$ cat src/rtl/set_injector_pkg.sv
// Shared defaults and the alias-packing helper for the set_injector block.
package set_injector_pkg;

    localparam int C_SET_SIZE  = 5;
    localparam int C_SET_WIDTH = 32;
    localparam int C_ALIAS_W   = 64;
    localparam int C_WAIT_RST  = 4;

    // Packs an ASCII name right-justified into an alias word; last character lands in the LSB byte.
    function automatic logic [C_ALIAS_W-1:0] pack_alias(input string s);
        logic [C_ALIAS_W-1:0] v;
        v = '0;
        for (int i = 0; i < s.len() && i < C_ALIAS_W / 8; i++) begin
            v = {v[C_ALIAS_W-9:0], s[i]};
        end
        return v;
    endfunction

endpackage

$ cat src/rtl/set_injector_alias_match.sv
// Combinational alias lookup: exact compare against every table entry, lowest index wins.
module set_injector_alias_match
    import set_injector_pkg::*;
#(
    parameter int SET_SIZE = C_SET_SIZE,
    parameter int ALIAS_W  = C_ALIAS_W,
    parameter int IDX_W    = (SET_SIZE > 1) ? $clog2(SET_SIZE) : 1
) (
    input  logic [SET_SIZE*ALIAS_W-1:0] set_alias,
    input  logic [ALIAS_W-1:0]          cmd_alias,
    output logic                        match,
    output logic [IDX_W-1:0]            idx
);

    // Scanning from the top down lets the lowest matching index overwrite any higher one.
    always_comb begin
        match = 1'b0;
        idx   = '0;
        for (int i = SET_SIZE - 1; i >= 0; i--) begin
            if (set_alias[i*ALIAS_W +: ALIAS_W] == cmd_alias) begin
                match = 1'b1;
                idx   = IDX_W'(i);
            end
        end
    end

endmodule

$ cat src/rtl/set_injector.sv
// Command-driven channel injector: alias-addressed writes into an immediate bank plus a
// one-clock resynchronized copy, with command acceptance gated by a post-reset delay.
module set_injector
    import set_injector_pkg::*;
#(
    parameter int SET_SIZE  = C_SET_SIZE,
    parameter int SET_WIDTH = C_SET_WIDTH,
    parameter int ALIAS_W   = C_ALIAS_W,
    parameter int WAIT_RST  = C_WAIT_RST,
    parameter logic [SET_SIZE*SET_WIDTH-1:0] INIT_VALUE = '0
) (
    input  logic                          clk,
    input  logic                          rst_n,
    input  logic [SET_SIZE*ALIAS_W-1:0]   set_alias,
    input  logic                          cmd_valid,
    output logic                          cmd_ready,
    input  logic [ALIAS_W-1:0]            cmd_alias,
    input  logic [SET_WIDTH-1:0]          cmd_data,
    output logic                          cmd_done,
    output logic                          cmd_err,
    output logic [SET_SIZE*SET_WIDTH-1:0] set_signals_asynch,
    output logic [SET_SIZE*SET_WIDTH-1:0] set_signals_synch
);

    localparam int IDX_W = (SET_SIZE > 1) ? $clog2(SET_SIZE) : 1;

    logic [7:0]                    cnt_q,    cnt_d;
    logic                          ready_q,  ready_d;
    logic                          done_q,   done_d;
    logic                          err_q,    err_d;
    logic [SET_SIZE*SET_WIDTH-1:0] asynch_q, asynch_d;
    logic [SET_SIZE*SET_WIDTH-1:0] synch_q;

    logic             match;
    logic [IDX_W-1:0] idx;
    logic             accept;

    set_injector_alias_match #(
        .SET_SIZE (SET_SIZE),
        .ALIAS_W  (ALIAS_W),
        .IDX_W    (IDX_W)
    ) u_alias_match (
        .set_alias (set_alias),
        .cmd_alias (cmd_alias),
        .match     (match),
        .idx       (idx)
    );

    assign accept = cmd_valid && ready_q;

    // Counter freezes once ready is up, so it never wraps back into the waiting window.
    always_comb begin
        cnt_d   = cnt_q;
        ready_d = ready_q;
        if (!ready_q) begin
            cnt_d = 8'(cnt_q + 8'd1);
            if (cnt_d == 8'(WAIT_RST)) begin
                ready_d = 1'b1;
            end
        end
    end

    always_comb begin
        asynch_d = asynch_q;
        done_d   = accept && match;
        err_d    = accept && !match;
        for (int i = 0; i < SET_SIZE; i++) begin
            if (accept && match && (idx == IDX_W'(i))) begin
                asynch_d[i*SET_WIDTH +: SET_WIDTH] = cmd_data;
            end
        end
    end

    always_ff @(posedge clk or negedge rst_n) begin
        if (!rst_n) begin
            cnt_q    <= '0;
            ready_q  <= 1'b0;
            done_q   <= 1'b0;
            err_q    <= 1'b0;
            asynch_q <= INIT_VALUE;
            synch_q  <= INIT_VALUE;
        end else begin
            cnt_q    <= cnt_d;
            ready_q  <= ready_d;
            done_q   <= done_d;
            err_q    <= err_d;
            asynch_q <= asynch_d;
            synch_q  <= asynch_q;
        end
    end

    assign cmd_ready          = ready_q;
    assign cmd_done           = done_q;
    assign cmd_err            = err_q;
    assign set_signals_asynch = asynch_q;
    assign set_signals_synch  = synch_q;

endmodule

$ cat config.mk
export PLATFORM = sky130hd
export DESIGN_NAME = set_injector
export DESIGN_NICKNAME = d
export VERILOG_FILES = /design/src/rtl/set_injector_pkg.sv /design/src/rtl/set_injector_alias_match.sv /design/src/rtl/set_injector.sv
export SDC_FILE = /design/constraint.sdc
export NUM_CORES = 1
export LEC_CHECK = 0
export ABC_CLOCK_PERIOD_IN_PS = 2300
export CAP_MARGIN = 10
export CORE_AREA = 3 3 292 294
export DETAILED_ROUTE_END_ITERATION = 7
export DIE_AREA = 0 0 295 297
export PLACE_DENSITY = 0.47
export SLEW_MARGIN = 25
export SYNTH_ARGS = -nofsm -noshare
export SYNTH_HDL_FRONTEND = slang
export SYNTH_SLANG_ARGS = --single-unit
$ cat constraint.sdc
create_clock -name clk -period 2.3 [get_ports clk]
set_input_delay 0.345 -clock clk [delete_from_list [all_inputs] [get_ports clk]]
set_output_delay 0.345 -clock clk [all_outputs]
set_load 0.01 [all_outputs]
==> results by group, run 1 <==
Run status
  • Failing checks: negative setup slack
  • Status: finished with violations

Floorplanning
  • Starting density of the core: between 10% and 20%
  • Die extent in y: between 200 and 300 um
  • Ports: 742
  • Die W: around 300 um
  • Die area: 0.08762 mm2
  • Core area: just over 0.08 mm2
  • # rows: 106

Critical path
  • Crit end category: flop
  • Arr. time, crit path: about 2.9 ns
  • CP Buf/Inv Count: 6
  • Critical Path RT: roughly 2.7 ns
  • Most frequent CP cell: buf_12
  • Crit path max fanout: 8
  • Startpoint types: input port
  • Crit Path Class: in2reg
  • CP delay by family, top: simple AND/OR/NAND/NOR gates
  • Max stage delay cell, worst path: nand4_1
  • CP max stage delay: about 0.42 ns
  • Critical-path cell list: buf_12 > buf_6 > xnor2_2 > nand4_1 > nor4_4 > nand4_1 > buf_4 > nor3b_4 > buf_12 > buf_12 > buf_16 > mux2_4

Power and ir drop
  • Pleak: approximately 13 nW
  • Pwr/cell area: around 500 mW/mm2
  • Flop pwr share: a little over two fifths
  • Sw frac: approximately a quarter
  • Psw: 3.417 mW
  • Logic pwr share: 16.9%
  • Final Power: about 14 mW
  • Pint: approximately 11 mW
  • Peak VDD IR: 348.4 uV
  • Clock group share of total power: about two fifths

Synthesis
  • Synth top area share: 57.47%
  • Post-synthesis cell type count: 29
  • Net count after synthesis: 1450
  • Seq cells post-synth: approximately 330
  • Syn. warnings: 0
  • Post-synthesis cell area: about 0.014 mm2
  • Post-Synthesis Cells: between 1k and 1.5k
  • Syn Area/Cell: 13.99 um2
  • Top post-synthesis cells by area: dfrtp_1 (57%), xnor2_1 (12%), mux2_2 (9.6%), xor2_1 (7.8%), mux2_4 (4.0%)
  • Sequential fraction of the synthesis area: 57.47%
  • Area leader, netlist: dfrtp_1

Global routing
  • GRT Total Usage: between 15 and 20%
  • Pin count of the biggest net entering global routing: 70
  • GR Overflow Total: 0
  • First-pass GRT wire length: approximately 100000 um
  • Vias in the first global route: approximately 13k
  • Busiest grt layer: met2
  • Met1 GRT Util: between 10% and 20%
  • Met2 usage: approximately a third
  • Antenna violations before repair: 21
  • M3 GR Usage: around 2.8%

Cells and area
  • Register Area: slightly above 0.008 mm2
  • Fill cell count: roughly 8.3k
  • Area of the multi-input gates: between 0.007 and 0.008 mm2
  • Final #Nets: around 2.4k
  • Share of cells above drive strength 1: roughly a third
  • Post-Layout Cell Count: 3086
  • Synth-to-Final Area Change: 94.11%
  • Layout Cell Area excl Fill: about 0.028 mm2

STA
  • Final setup viols: around 160
  • Worst relative slew slack: approximately two thirds
  • Setup_tns: -17.04 ns
  • RSZ-0062 raised after global routing: true
  • Hold Vio Cnt, Final: 0
  • Slew @ Worst Pin: between 0.5 and 0.6 ns
  • Final WS setup: -0.2182 ns
  • Fin crit share: 109.5%
  • Fmax: slightly below 0.4 GHz
  • Post-layout minimum cycle time: ~2.5 ns
  • Slew Viols, Final: 0
  • Clock Skews: ~0.014 ns

Detailed routing
  • Wire per inst: ~25 um
  • Antenna-violating nets left: 0
  • Post-Route WL: between 70000 and 80000 um
  • DRC: 0
  • Vias: about 12k
  • Vias per cell: ~3.9
  • Pre-antenna DRT Iters: 4
  • DRT iter0 DRCs: 352

Clock tree
  • TritonCTS Sinks: 331
  • Clk pin slew, worst setup/hold paths: 0.06 ns
  • Clk_lat worst skew: just over 0.5 ns
  • H-tree levels: 2
  • Clk buf depth: 3
  • CTS tree: built
  • Root buf cell: clkbuf_16
  • Total CTS buffers: 35

Placement
  • Post-Place Cell Area: 0.02440 mm2
  • HPWL after DPL: between 60000 and 70000 um
  • Placed Cells: 2948
  • Placer Congestion: slightly above 0.9
  • Port-buffer cells: between 700 and 800

Min path
  • Hold WC Path Type: in2async

Job
  • Max cap viols: 0
power by group through the flow:
stage | clock network [mW] | registers (mW) | logic, mW
floorplan | 0 | 5.93 | 0.623
finish | 5.82 | 5.82 | 2.36
CTS | 6.05 | 5.82 | 2.31
global placement | 0 | 5.93 | 2.12
detailed placement | 0 | 5.93 | 2.12
global route | 6.28 | 5.82 | 2.50
layout make-up:
| class | instances | area share, % |
|---|---|---|
| well taps | 1080 | 4.830 |
| clock buffers | 47 | 3.618 |
| flip-flops and latches | 331 | 29.60 |
| diodes | 11 | 0.09838 |
| clock inverters | 16 | 0.6931 |
| inverters | 1 | 0.01342 |
| multi-input cells | 618 | 25.46 |
| repair buffers | 982 | 35.69 |
final timing paths:
path | start | endpoint | slack, ns | cells after the start
setup / recovery | cmd_alias[25] | set_signals_asynch[88] | -0.22 | 12
min in group clk | set_signals_asynch[117] | set_signals_synch[117] | 0.40 | 0
hold reg to reg | set_signals_asynch[117] | set_signals_synch[117] | 0.40 | 0
max in group asynchronous | rst_n | set_signals_asynch[73] | 1.22 | 3
hold / removal | rst_n | set_signals_synch[130] | 0.34 | 2
setup reg to reg | cmd_ready | set_signals_asynch[137] | 0.38 | 6
registers in the layout (all words and copies together), names as in the netlist:
| register | flops |
|---|---|
| cmd_done | 1 |
| cmd_err | 1 |
| set_signals_asynch | 160 |
| cmd_ready | 1 |
| set_signals_synch | 160 |
| cnt_q | 8 |
synthesized netlist by cell type (all sizes together):
cell type / count
dfrtp: 331
buf: 79
and3: 2
and2: 1
a211oi: 1
nand4: 59
nor4: 46
mux2: 161
and4: 1
nor4b: 1
ha: 1
xor2: 129
nand2: 1
clkbuf: 1
inv: 1
nor3b: 1
a31o: 1
nand4b: 1
xnor2: 198
nand3: 5
and3b: 1
nor2: 4
nand2b: 1
nor2b: 3
logic make-up after synthesis:
| family | count (synthesis) | synth area share, % |
|---|---|---|
| mux | 161 | 13.57 |
| compound gates | 2 | 0.1129 |
| fa+ha+maj | 1 | 0.08679 |
| xor+xnor | 327 | 19.87 |
| flops | 331 | 57.47 |
| buf+inv | 81 | 3.238 |
| simple gates | 127 | 5.660 |
routing by layer:
layer / vias up / share of wire (%)
met4: 0 / 5.0
met1: 5996 / 35
met2: 569 / 55
met3: 132 / 5.3
li1: 5365 / -
met5: - / 0
worst register-to-register path, delay by kind of cell, from the launching register on:
family                 cells  cell delay [ns]
DFF                        1             0.56
buffers and inverters      2             0.35
and+or+nand+nor            3             0.59
muxes                      1             0.30
stage by stage:
step	worst slack [ns]	util, %	hold slack, ns
2_1_floorplan	0.05824	-	0.04941
3_3_place_gp	-1.820	29.34	0.2862
3_5_place_dp	-1.796	29.34	0.2924
4_1_cts	-0.1799	32.38	0.3153
5_1_grt	-0.2777	33.63	0.3472
6_report	-0.2182	33.65	0.3362
cells in the final DEF (no fill, tap or decap), drive strengths merged:
cell	instances
xnor2	198
bufinv	3
nand4b	1
dfrtp	331
a31o	1
clkbuf	73
nor3b	1
nand3	5
nor4	46
nand2	1
mux2	161
nand2b	1
clkdlybuf4s15	15
and3	2
nor2b	3
xor2	129
clkinvlp	2
nor4b	1
and2	1
dlymetal6s2s	56
and3b	1
nand4	59
clkdlybuf4s50	538
diode	11
and4	1
clkinv	6
a211oi	1
dlygate4sd2	83
buf	263
ha	1
inv	6
nor2	4
dlygate4sd3	1
what timing repair did:
item,in CTS,in global routing
gates cloned,2,9
pin swaps,84,103
hold buffers,1,0
endpoints found under the hold margin,43,0
buffers inserted,38,25
gates resized for setup,452,233
endpoints found under the setup margin,162,160
Note: power is estimated with default switching activity, not from simulation.
==> run 2: changes to the inputs <==
--- a/config.mk
+++ b/config.mk
@@ -5,12 +5,12 @@
 export SDC_FILE = /design/constraint.sdc
 export NUM_CORES = 1
 export LEC_CHECK = 0
-export ABC_CLOCK_PERIOD_IN_PS = 2300
+export ABC_CLOCK_PERIOD_IN_PS = 3100
 export CAP_MARGIN = 10
-export CORE_AREA = 3 3 292 294
+export CORE_AREA = 3 3 290 292
 export DETAILED_ROUTE_END_ITERATION = 7
-export DIE_AREA = 0 0 295 297
-export PLACE_DENSITY = 0.47
+export DIE_AREA = 0 0 293 295
+export PLACE_DENSITY = 0.48
 export SLEW_MARGIN = 25
 export SYNTH_ARGS = -nofsm -noshare
 export SYNTH_HDL_FRONTEND = slang
==> constraint.sdc (replaced) <==
create_clock -name clk -period 3.1 [get_ports clk]
set_input_delay 0.465 -clock clk [delete_from_list [all_inputs] [get_ports clk]]
set_output_delay 0.465 -clock clk [all_outputs]
set_load 0.01 [all_outputs]
==> results by group, run 2 (same netlist as run 1, synthesis figures left out) <==
Critical path
  • CP max stage delay: 0.55 ns (was 0.42 ns)
  • Max stage delay cell, worst path: clkdlybuf4s50_1 (was nand4_1)
  • Startpoint types: input port (unchanged)
  • Crit end category: flop (unchanged)
  • Crit path max fanout: 19 (was 8)
  • Critical Path RT: 3.50 ns (was 2.69 ns)
  • Arr. time, crit path: 3.42 ns (was 2.90 ns)
  • Most frequent CP cell: buf_4 (was buf_12)
  • Crit Path Class: in2reg (unchanged)
  • Critical-path cell list: clkdlybuf4s50_1 > buf_4 > xnor2_1 > nand4_1 > nor4_1 > buf_4 > nand4_1 > buf_4 > nor3b_4 > buf_12 > mux2_2 (was buf_12 > buf_6 > xnor2_2 > nand4_1 > nor4_4 > nand4_1 > buf_4 > nor3b_4 > buf_12 > buf_12 > buf_16 > mux2_4)
  • CP delay by family, top: buffers and inverters (was simple AND/OR/NAND/NOR gates)
  • CP Buf/Inv Count: 5 (was 6)

Global routing
  • Antenna violations before repair: 14 (was 21)
  • Vias in the first global route: 12.91k (was 13.16k)
  • GR Overflow Total: 0 (unchanged)
  • First-pass GRT wire length: 103000 um (was 104700 um)
  • GRT Total Usage: 17.00% (was 16.96%)
  • Pin count of the biggest net entering global routing: 83 (was 70)

Clock tree
  • Total CTS buffers: 36 (was 35)
  • Clk_lat worst skew: 0.53 ns (was 0.51 ns)
  • Clk buf depth: 3 (unchanged)
  • H-tree levels: 2 (unchanged)
  • TritonCTS Sinks: 331 (unchanged)
  • CTS tree: built (unchanged)
  • Root buf cell: clkbuf_16 (unchanged)
  • Clk pin slew, worst setup/hold paths: 0.06 ns (about the same)

Power and ir drop
  • Final Power: 10.20 mW (was 14.01 mW)
  • Pleak: 11.31 nW (was 12.96 nW)
  • Peak VDD IR: 382.0 uV (was 348.4 uV)
  • Pwr/cell area: 392.4 mW/mm2 (was 500.7 mW/mm2)

STA
  • Clock Skews: 0.01870 ns (was 0.01425 ns)
  • Fin crit share: just under 100%
  • Slew Viols, Final: 0 (unchanged)
  • Setup_tns: 0 ns (was -17.04 ns)
  • Worst hold slack: 0.3771 ns (was 0.3362 ns)
  • Final WS setup: 0.07574 ns (was -0.2182 ns)
  • Fmax: around 0.33 GHz
  • Worst relative slew slack: 54.85% (was 66.45%)
  • Post-layout minimum cycle time: approximately 3 ns
  • Slew @ Worst Pin: 0.6773 ns (was 0.5018 ns)
  • Hold Vio Cnt, Final: 0 (unchanged)
  • Final setup viols: 0 (was 159)

Detailed routing
  • Post-Route WL: 75860 um (was 78590 um)
  • DRT iter0 DRCs: 318 (was 352)
  • DRC: 0 (unchanged)
  • Vias per cell: 3.855 (was 3.909)
  • Vias: 11.58k (was 12.06k)
  • Pre-antenna DRT Iters: 6 (was 4)
  • Wire per inst: 25.24 um (was 25.47 um)
  • Antenna-violating nets left: 0 (unchanged)

Floorplanning
  • Die W: 293 um (was 295 um)
  • Core area: 0.08185 mm2 (was 0.08316 mm2)
  • # rows: 105 (was 106)
  • Ports: 742 (unchanged)
  • Die area: 0.08644 mm2 (was 0.08762 mm2)
  • Die extent in y: 295 um (was 297 um)
  • Starting density of the core: 17.61% (was 17.33%)

Placement
  • HPWL after DPL: 64820 um (was 64850 um)
  • Placer Congestion: 0.9629 (was 0.9198)
  • Post-Place Cell Area: 0.02431 mm2 (was 0.02440 mm2)
  • Pre-CTS WS: -1.312 ns (was -1.796 ns)
  • Port-buffer cells: 741 (unchanged)
  • Placed Cells: 2923 (was 2948)

Job
  • Max cap viols: 0 (unchanged)

Cells and area
  • Commonest non-fill, non-tap cell in the layout: clkdlybuf4s50_1 (unchanged)
  • Synth-to-Final Area Change: 80.33% (was 94.11%)
  • Post-Layout Cell Count: 3005 (was 3086)
  • Area of the multi-input gates: 0.005906 mm2 (was 0.007123 mm2)
  • Fill cell count: 8258 (was 8277)
  • Layout Cell Area excl Fill: 0.02599 mm2 (was 0.02798 mm2)
  • Final #Nets: 2326 (was 2389)
  • Register Area: 0.008283 mm2 (unchanged)
  • Post-layout util: 31.76% (was 33.65%)
  • Most frequent cells in the layout: clkdlybuf4s50_1 (722), dfrtp_1 (331), xnor2_1 (194) (was clkdlybuf4s50_1 (538), dfrtp_1 (331), buf_4 (133))
  • Share of cells above drive strength 1: 22.10% (was 32.38%)

Run status
  • Status: complete, no violations (was finished with violations)

Min path
  • Hold WC Path Type: reg2reg (was in2async)
-- run 2: power by group --
part	leakage [nW]	switching (mW)	internal (mW)	total, mW
logic	6.11	0.688	0.875	1.56
registers	4.61	0.000215	4.32	4.32
clock network	0.593	1.74	2.57	4.31
-- run 2: repair_timing --
| action | 4_1_cts | 5_1_grt |
|---|---|---|
| gates cloned | 3 | 0 |
| endpoints found under the hold margin | 78 | 0 |
| hold buffers | 1 | 0 |
| pin swaps | 12 | 9 |
| gates resized for setup | 39 | 17 |
| setup endpoints to repair | 162 | 41 |
| setup buffers | 10 | 2 |
-- run 2: final timing paths --
check	to	startpoint	cells after the start	slack, ns
worst max-delay path	set_signals_asynch[85]	cmd_alias[41]	11	0.08
worst min-delay path	set_signals_synch[8]	set_signals_asynch[8]	0	0.38
worst max register to register	set_signals_asynch[151]	cmd_ready	6	0.89
worst min register to register	set_signals_synch[8]	set_signals_asynch[8]	0	0.38
max in group asynchronous	set_signals_synch[117]	rst_n	3	1.71
min in group asynchronous	set_signals_synch[135]	rst_n	2	0.52
-- run 2: routing by layer --
metal / part of all wire, % / GRT usage (%) / vias up
li1: - / - / 5240
met2: 57 / 34.87 / 514
met1: 35 / 17.43 / 5741
met3: 5.9 / 3.343 / 78
met4: 2.5 / 4.049 / 10
met5: 0.075 / 0 / -
-- run 2: cell type report --
class                      count  area share [%]
antenna                        3         0.02888
clock buffer                  48           3.909
clock inverter                16          0.7317
inverter                       1         0.01444
multi-input combinational    618           22.72
sequential                   331           31.87
tap                         1070           5.151
timing repair buffer         918           35.58
-- run 2: worst register-to-register path: stages, from the launching register on --
cell	delay [ns]
dfrtp_1	0.59
nand2_1	0.34
nor2b_4	0.23
nand4b_4	0.24
buf_12	0.21
buf_16	0.15
mux2_4	0.31
